===== src/rtl/sobel_stream_core.sv =====
// sobel_stream_core: streaming 3x3 Sobel edge detector over an IMG_W x IMG_H
// raster of PIX_W-bit pixels. Two line buffers plus a 3x3 window produce one
// result per interior pixel, 3 cycles after the pixel completing its window.
//
// Ports:
//   sys_clk    - system clock, rising edge
//   sys_rst    - synchronous active-high reset
//   pi_flag    - input pixel valid (no backpressure)
//   pi_data    - input pixel, raster order
//   th_data    - edge threshold, latched on the first pixel of each frame
//   po_flag    - output pixel valid (single-cycle pulses)
//   po_data    - edge pixel (binary threshold or saturated magnitude)
//   frame_done - high with the last po_flag of a frame
//
// Build option: define SOBEL_MAG_OUT_EN to output min(|Gx|+|Gy|, 2^PIX_W-1)
// instead of the thresholded binary edge; th_data is then ignored.
module sobel_stream_core #(
    parameter int IMG_W = 100,
    parameter int IMG_H = 100,
    parameter int PIX_W = 8,
    localparam int MAG_W = PIX_W + 3
) (
    input  logic             sys_clk,
    input  logic             sys_rst,
    input  logic             pi_flag,
    input  logic [PIX_W-1:0] pi_data,
    input  logic [MAG_W-1:0] th_data,
    output logic             po_flag,
    output logic [PIX_W-1:0] po_data,
    output logic             frame_done
);

    localparam int CW = $clog2(IMG_W);
    localparam int RW = $clog2(IMG_H);
    localparam int SW = MAG_W + 1;

    function automatic logic signed [SW-1:0] zx(input logic [PIX_W-1:0] p);
        return $signed({{(SW-PIX_W){1'b0}}, p});
    endfunction

    logic [CW-1:0]          col_q, col_d;
    logic [RW-1:0]          row_q, row_d;
    logic [PIX_W-1:0]       lb_a_q [IMG_W];
    logic [PIX_W-1:0]       lb_b_q [IMG_W];
    logic [PIX_W-1:0]       win_q  [3][3];
    logic [PIX_W-1:0]       rd_a, rd_b;
    logic                   accept, win_valid, last_px;
    logic                   v0_q, v1_q, v2_q;
    logic                   l0_q, l1_q, l2_q;
    logic signed [SW-1:0]   gx_q, gy_q, gx_d, gy_d, ax, ay;
    logic [MAG_W-1:0]       mag_q, mag_d;
    logic                   po_flag_q, frame_done_q;
    logic [PIX_W-1:0]       po_data_q, po_data_d;

    assign accept    = pi_flag && !sys_rst;
    assign rd_a      = lb_a_q[col_q];
    assign rd_b      = lb_b_q[col_q];
    assign win_valid = (row_q >= RW'(2)) && (col_q >= CW'(2));
    assign last_px   = (row_q == RW'(IMG_H - 1)) && (col_q == CW'(IMG_W - 1));

    always_comb begin
        col_d = col_q;
        row_d = row_q;
        if (pi_flag) begin
            if (col_q == CW'(IMG_W - 1)) begin
                col_d = '0;
                row_d = (row_q == RW'(IMG_H - 1)) ? '0 : row_q + RW'(1);
            end else begin
                col_d = col_q + CW'(1);
            end
        end
    end

    // Line buffers and window are refilled by rows 0-1 before any output, so
    // they carry no reset.
    always_ff @(posedge sys_clk) begin
        if (accept) begin
            lb_a_q[col_q] <= pi_data;
            lb_b_q[col_q] <= rd_a;
            for (int unsigned r = 0; r < 3; r++) begin
                win_q[r][0] <= win_q[r][1];
                win_q[r][1] <= win_q[r][2];
            end
            win_q[0][2] <= rd_b;
            win_q[1][2] <= rd_a;
            win_q[2][2] <= pi_data;
        end
    end

    always_comb begin
        gx_d = (zx(win_q[0][2]) + (zx(win_q[1][2]) <<< 1) + zx(win_q[2][2]))
             - (zx(win_q[0][0]) + (zx(win_q[1][0]) <<< 1) + zx(win_q[2][0]));
        gy_d = (zx(win_q[0][0]) + (zx(win_q[0][1]) <<< 1) + zx(win_q[0][2]))
             - (zx(win_q[2][0]) + (zx(win_q[2][1]) <<< 1) + zx(win_q[2][2]));
        ax    = gx_q[SW-1] ? -gx_q : gx_q;
        ay    = gy_q[SW-1] ? -gy_q : gy_q;
        mag_d = ax[MAG_W-1:0] + ay[MAG_W-1:0];
    end

`ifdef SOBEL_MAG_OUT_EN
    logic unused_th;
    assign unused_th = ^th_data;

    always_comb begin
        po_data_d = (mag_q[MAG_W-1:PIX_W] != '0) ? '1 : mag_q[PIX_W-1:0];
    end
`else
    logic [MAG_W-1:0] thr_q, thr1_q, thr2_q;

    always_ff @(posedge sys_clk) begin
        if (sys_rst) begin
            thr_q <= '0;
        end else if (pi_flag && row_q == '0 && col_q == '0) begin
            thr_q <= th_data;
        end
    end

    // The threshold travels with the pixel so the tail of one frame keeps its
    // own threshold even when the next frame starts immediately behind it.
    always_ff @(posedge sys_clk) begin
        thr1_q <= thr_q;
        thr2_q <= thr1_q;
    end

    always_comb begin
        po_data_d = (mag_q >= thr2_q) ? '1 : '0;
    end
`endif

    always_ff @(posedge sys_clk) begin
        gx_q  <= gx_d;
        gy_q  <= gy_d;
        mag_q <= mag_d;
    end

    always_ff @(posedge sys_clk) begin
        if (sys_rst) begin
            col_q        <= '0;
            row_q        <= '0;
            v0_q         <= 1'b0;
            v1_q         <= 1'b0;
            v2_q         <= 1'b0;
            l0_q         <= 1'b0;
            l1_q         <= 1'b0;
            l2_q         <= 1'b0;
            po_flag_q    <= 1'b0;
            po_data_q    <= '0;
            frame_done_q <= 1'b0;
        end else begin
            col_q        <= col_d;
            row_q        <= row_d;
            v0_q         <= pi_flag && win_valid;
            l0_q         <= pi_flag && last_px;
            v1_q         <= v0_q;
            l1_q         <= l0_q;
            v2_q         <= v1_q;
            l2_q         <= l1_q;
            po_flag_q    <= v2_q;
            po_data_q    <= po_data_d;
            frame_done_q <= l2_q;
        end
    end

    assign po_flag    = po_flag_q;
    assign po_data    = po_data_q;
    assign frame_done = frame_done_q;

endmodule


===== config.mk =====
export PLATFORM = sky130hd
export DESIGN_NAME = sobel_stream_core
export DESIGN_NICKNAME = d
export VERILOG_FILES = /design/src/rtl/sobel_stream_core.sv
export SDC_FILE = /design/constraint.sdc
export NUM_CORES = 2
export LEC_CHECK = 0
export BUFFER_PORTS_ARGS = -buffer_cell sky130_fd_sc_hd__buf_2
export CAP_MARGIN = 20
export CORE_AREA = 2 2 344 346
export DETAILED_ROUTE_END_ITERATION = 10
export DIE_AREA = 0 0 346 348
export PLACE_DENSITY = 0.76
export SETUP_SLACK_MARGIN = 0.2
export SLEW_MARGIN = 25
export SYNTH_ARGS = -nofsm -noshare
export SYNTH_HDL_FRONTEND = slang
export SYNTH_SLANG_ARGS = --single-unit

===== constraint.sdc =====
create_clock -name sys_clk -period 8.6 [get_ports sys_clk]
set_clock_uncertainty 0.15 [all_clocks]
set_input_delay 1.72 -clock sys_clk [delete_from_list [all_inputs] [get_ports sys_clk]]
set_output_delay 1.72 -clock sys_clk [all_outputs]
set_load 0.02 [all_outputs]

# After elaboration in Yosys (flattened, before gate mapping)

Memories as Yosys holds them, arrays and structs flattened. A register that Yosys moved wholly into a read port is not among the register bits.
Cells that the tools add are included.

Bits in registers: 98
Bits in writable memories: 1672
Input bits: 22
Output and inout bits: 10
Word-level logic and storage cells: 62
Memories: 3

Add/subtract/negate cells: 15
$lt $le $gt $ge: 3
Equality and inequality tests: 2
Mux-type cells: 11
Reductions and logical operators: 11

Memories:

| name   | depth | width | rd ports | clocked after memory_dff | wr ports | line | RTL |
|---|---|---|---|---|---|---|---|
| lb_a_q | 100   | 8     | 1        | 1                        | 1        | 43   | `logic [PIX_W-1:0] lb_a_q [IMG_W];` |
| lb_b_q | 100   | 8     | 1        | 1                        | 1        | 44   | `logic [PIX_W-1:0] lb_b_q [IMG_W];` |
| win_q  | 3     | 24    | 3        | 0                        | 3        | 45   | `logic [PIX_W-1:0] win_q [3][3];` |

Operators by type and width:

| cell                                                                   | count |
|---|---|
| 10-bit by 8-bit adder with 11-bit output                               | 4 |
| 7-bit 2-to-1 mux                                                       | 6 |
| 8-bit by 9-bit adder with 10-bit output                                | 4 |
| 11-bit by 11-bit subtractor with 12-bit output                         | 2 |
| 11-bit 2-to-1 mux                                                      | 2 |
| 11-bit negator                                                         | 2 |
| 7-bit by 1-bit adder with 7-bit output (second input constant)         | 2 |
| 7-bit equality test (second input constant)                            | 2 |
| 7-bit by 2-bit >= comparator with 1-bit output (second input constant) | 2 |
| 7-bit logical NOT                                                      | 2 |
| 11-bit adder                                                           | 1 |
| 11-bit >= comparator                                                   | 1 |
| 8-bit 2-to-1 mux                                                       | 1 |
| 1-bit logical AND                                                      | 7 |
| 1-bit 2-to-1 mux                                                       | 2 |
| 2-bit AND reduction                                                    | 1 |
| 1-bit logical NOT                                                      | 1 |

# Longest topological paths before layout

Depth after elaboration: 4
Depth in mapped cells: 13
Depth with buffers taken out: 13

# Worst setup path after synthesis

OpenSTA, ideal clock, no wires.

Path type: register to register
Start: register with a tool-made name
End: memory lb_b_q[0][0], data pin
Library setup time: 0.954 ns
Data arrival time: 5.538 ns
Data required time: 7.496 ns
Slack: 1.958 ns
Stages on the path, launching flop included: 10
Buffers on the path: 4
Clock period less this slack: 6.642 ns
Cells stage by stage: dfxtp_1 clkbuf_1 buf_4 buf_2 clkbuf_1 mux4_2 mux2i_1 o22ai_1 nor4_1 nor3_1

RTL lines:

| element   | line |
|---|---|
| to (decl) | 44 |

==> flow_metrics.py <==
metrics = {
    "outcome": {
        "outcome": "finished clean",
    },
    "floorplanning": {
        "die_area_mm2": 0.1204,
        "core_area_mm2": 0.1170,
        "initial_core_util_pct": 59.44,
        "fp-row-count": 126,
        "die_y_um": 348,
        "ioPinCount": 32,
        "die_w_um": 346,
    },
    "yosys": {
        "yosysWarnings": 0,
        "syn_nets": 3433,
        "synthCells": 3295,
        "async_reset_ff_share_pct": 0,
        "synth_area_leaders": "edfxtp_1 (72%), mux4_2 (14%), dfxtp_1 (2.8%), fa_1 (1.8%), mux2i_1 (1.7%)",
        "synth_seq_area_share_pct": 75.03,
        "synth_ff_type": "edfxtp_1",
        "yosysTopAreaCell": "edfxtp_1",
        "yosys.cell_types.count": 53,
        "synth_edf_count": 1672,
        "ys_ff_latch": 1770,
        "synth.avg_cell_area_um2": 21.10,
        "netlist_area_mm2": 0.06953,
        "synth_top_area_share_pct": 72.21,
    },
    "sta": {
        "period_share_pct": 60.86,
        "maxSlewHeadroom_pct": 26.63,
        "finalHoldViolCount": 0,
        "setup_viol": 0,
        "min_period_ns": 5.234,
        "rsz0062_at_grt": "false",
        "fmax_ghz": 0.1911,
        "hold_ws_ns": 0.1738,
        "setup-tns-final_ns": 0,
        "slew_violations": 0,
        "worst_pin_slew_ns": 1.098,
    },
    "clock_network": {
        "cts.htree.levels": 4,
        "clk_pin_slew_ns": 0.06,
        "cts_sinks": 1770,
        "clk_path_buf_depth": 3,
        "ctsHoldBuffers": 0,
        "root_buffer": "clkbuf_16",
        "cts_tree": "built",
        "cts_setup_buffers": 0,
        "cts_made_buffers": 170,
        "clk_latency_ns": 0.79,
        "ctsResizeCount": 0,
    },
    "global_route": {
        "grt_usage_pct": 27.35,
        "grt_max_degree": 105,
        "first_global_vias": 34687,
        "grt_pass1_wl_mm": 236.7,
        "antenna_found_initial": 3,
        "grt.overflow.total": 0,
    },
    "routing": {
        "wl_per_cell_um": 31.52,
        "wl_mm": 162.3,
        "firstDrtPassIters": 7,
        "drc": 0,
        "drt_iter0_markers": 4784,
        "vias": 34024,
        "antenna_left": 0,
        "vias_per_cell": 6.609,
    },
    "final_layout": {
        "final_common_cell": "edfxtp_1",
        "layout-drive-gt1-share_pct": 23.67,
        "final_cell_area_mm2": 0.07740,
        "post-route-util_pct": 66.16,
        "layout_common_cells": "edfxtp_1 (1672), mux4_2 (434), clkbuf_16 (172)",
        "n_antenna_cell": 0,
        "area_growth_pct": 11.31,
        "nets": 3618,
    },
    "pwr": {
        "clock_power_share_pct": 38.0,
        "power_density_mw_per_mm2": 244.3,
        "p_seq_share_pct": 51.6,
        "p_int_mw": 14.55,
        "p_leak_nw": 24.40,
        "ir_drop_v": 0.0001900,
        "pwr-share-comb_pct": 10.4,
        "switchingPower_mw": 4.358,
        "swShare_pct": 23.05,
        "total_power_mw": 18.91,
    },
    "place": {
        "dpl.hpwl_mm": 90.20,
        "portBuffers": 31,
        "gp_congestion": 0.8903,
        "place_area_mm2": 0.07198,
    },
    "worst_setup_path": {
        "worst_setup_path_end_kind": "flop",
        "worst_ep_arrival_time_ns": 5.55,
        "crit_chain": "buf_4 > and2_0 > a221oi_1 > o21ai_1 > a221oi_1 > a21oi_4 > buf_4",
        "required_ns": 8.92,
        "critPathKind": "flop to flop",
        "r2r_setup_slack_ns": 3.37,
        "critical-path-max-stage-delay_ns": 0.85,
        "timing.rr.end": "lb_b_q[26][5]$_DFFE_PP_",
        "rr_worst_depth": 7,
        "cp_slowest_cell": "a21oi_4",
        "cp_max_fo": 65,
        "start_kind": "flop",
    },
    "job": {
        "cap_viol_max_count": 0,
    },
    "hold_path": {
        "min_delay_path_depth": 0,
        "min_to": "thr2_q[1]$_DFF_P_",
        "hold_path_startpoint": "thr1_q[1]$_DFF_P_",
        "hold_class": "flop to flop",
    },
}
[sequential cells by signal, indices dropped and copies added, names as in the netlist, 7 cells and up, named ones only]
| signal | cells |
|---|---|
| col_q | 7 |
| gx_q | 12 |
| gy_q | 12 |
| lb_a_q | 800 |
| lb_b_q | 800 |
| mag_q | 11 |
| row_q | 7 |
| thr1_q | 11 |
| thr2_q | 11 |
| thr_q | 11 |
| win_q | 72 |
[layer usage]
layer | global-route usage, % | wire length, um | up-vias
met2 | 44.12 | 80180 | 2133
met5 | 0 | 12 | -
met4 | 9.723 | 5720 | 2
met1 | 37.56 | 58210 | 17778
met3 | 5.921 | 18140 | 352
li1 | - | - | 13759
[worst max path at each step]
| stage | start | end | slack, ns | cells past startpoint |
|---|---|---|---|---|
| floorplan | flop | lb_b_q[0][0]$_DFFE_PP_ | 1.96 | 9 |
| global placement | flop | lb_b_q[90][5]$_DFFE_PP_ | 3.84 | 7 |
| detailed placement | flop | lb_b_q[93][5]$_DFFE_PP_ | 3.60 | 7 |
| CTS | flop | lb_b_q[95][5]$_DFFE_PP_ | 3.57 | 8 |
| global route | flop | lb_b_q[26][5]$_DFFE_PP_ | 3.24 | 7 |
| finish | flop | lb_b_q[26][5]$_DFFE_PP_ | 3.37 | 7 |
[per-stage QoR]
| step | cells | setup slack (ns) |
|---|---|---|
| 3_3_place_gp | 4841 | 3.840 |
| 2_1_floorplan | 3295 | 1.958 |
| 4_1_cts | 5145 | 3.569 |
| 5_1_grt | 5148 | 3.240 |
| 6_report | 5148 | 3.366 |
| 3_5_place_dp | 4841 | 3.596 |
[synthesized netlist by cell type, drive strengths merged (9+ instances only)]
cell,number
a21o,10
a21oi,47
a221oi,19
buf,99
clkbuf,59
dfxtp,98
edfxtp,1672
fa,63
ha,53
inv,144
mux2i,121
mux4,434
nand2,59
nand2b,12
nand3,12
nor2,147
nor2b,17
nor3,23
nor4,10
o211ai,9
o21ai,33
o22ai,34
xnor2,37
xor2,14
[critical path: cells and delay by family, from the launching register on]
kind                   cells  cell delay, ns
DFF                        1            0.83
buffers and inverters      2            1.50
and+or+nand+nor            1            0.78
AOI/OAI and AO/OA          4            1.38
[cells by family after synthesis]
kind of cell               synth area share [%]
muxes                                     15.80
and+or+nand+nor                           2.042
DFF                                       75.03
adders and majority gates                 2.768
AOI/OAI and AO/OA                         1.771
buffers and inverters                     1.945
xor gates and xnor gates                 0.6424
[power groups by stage]
stage,combinational [mW],clock (mW),sequential (mW)
floorplan,1.50,0,9.91
global placement,1.88,0,9.93
detailed placement,1.96,0,9.94
CTS,1.98,7.25,9.76
global route,2.20,7.56,9.76
finish,1.97,7.18,9.75
[cell type report]
type,count,area [um^2]
fill,7072,39580
sequential,1770,52190
clock inverter,87,833.3
timing repair buffer,171,1348
tap,1536,1922
multi-input combinational,1223,16090
inverter,144,540.5
clock buffer,217,4473
Power figures use the tool's default switching activity.
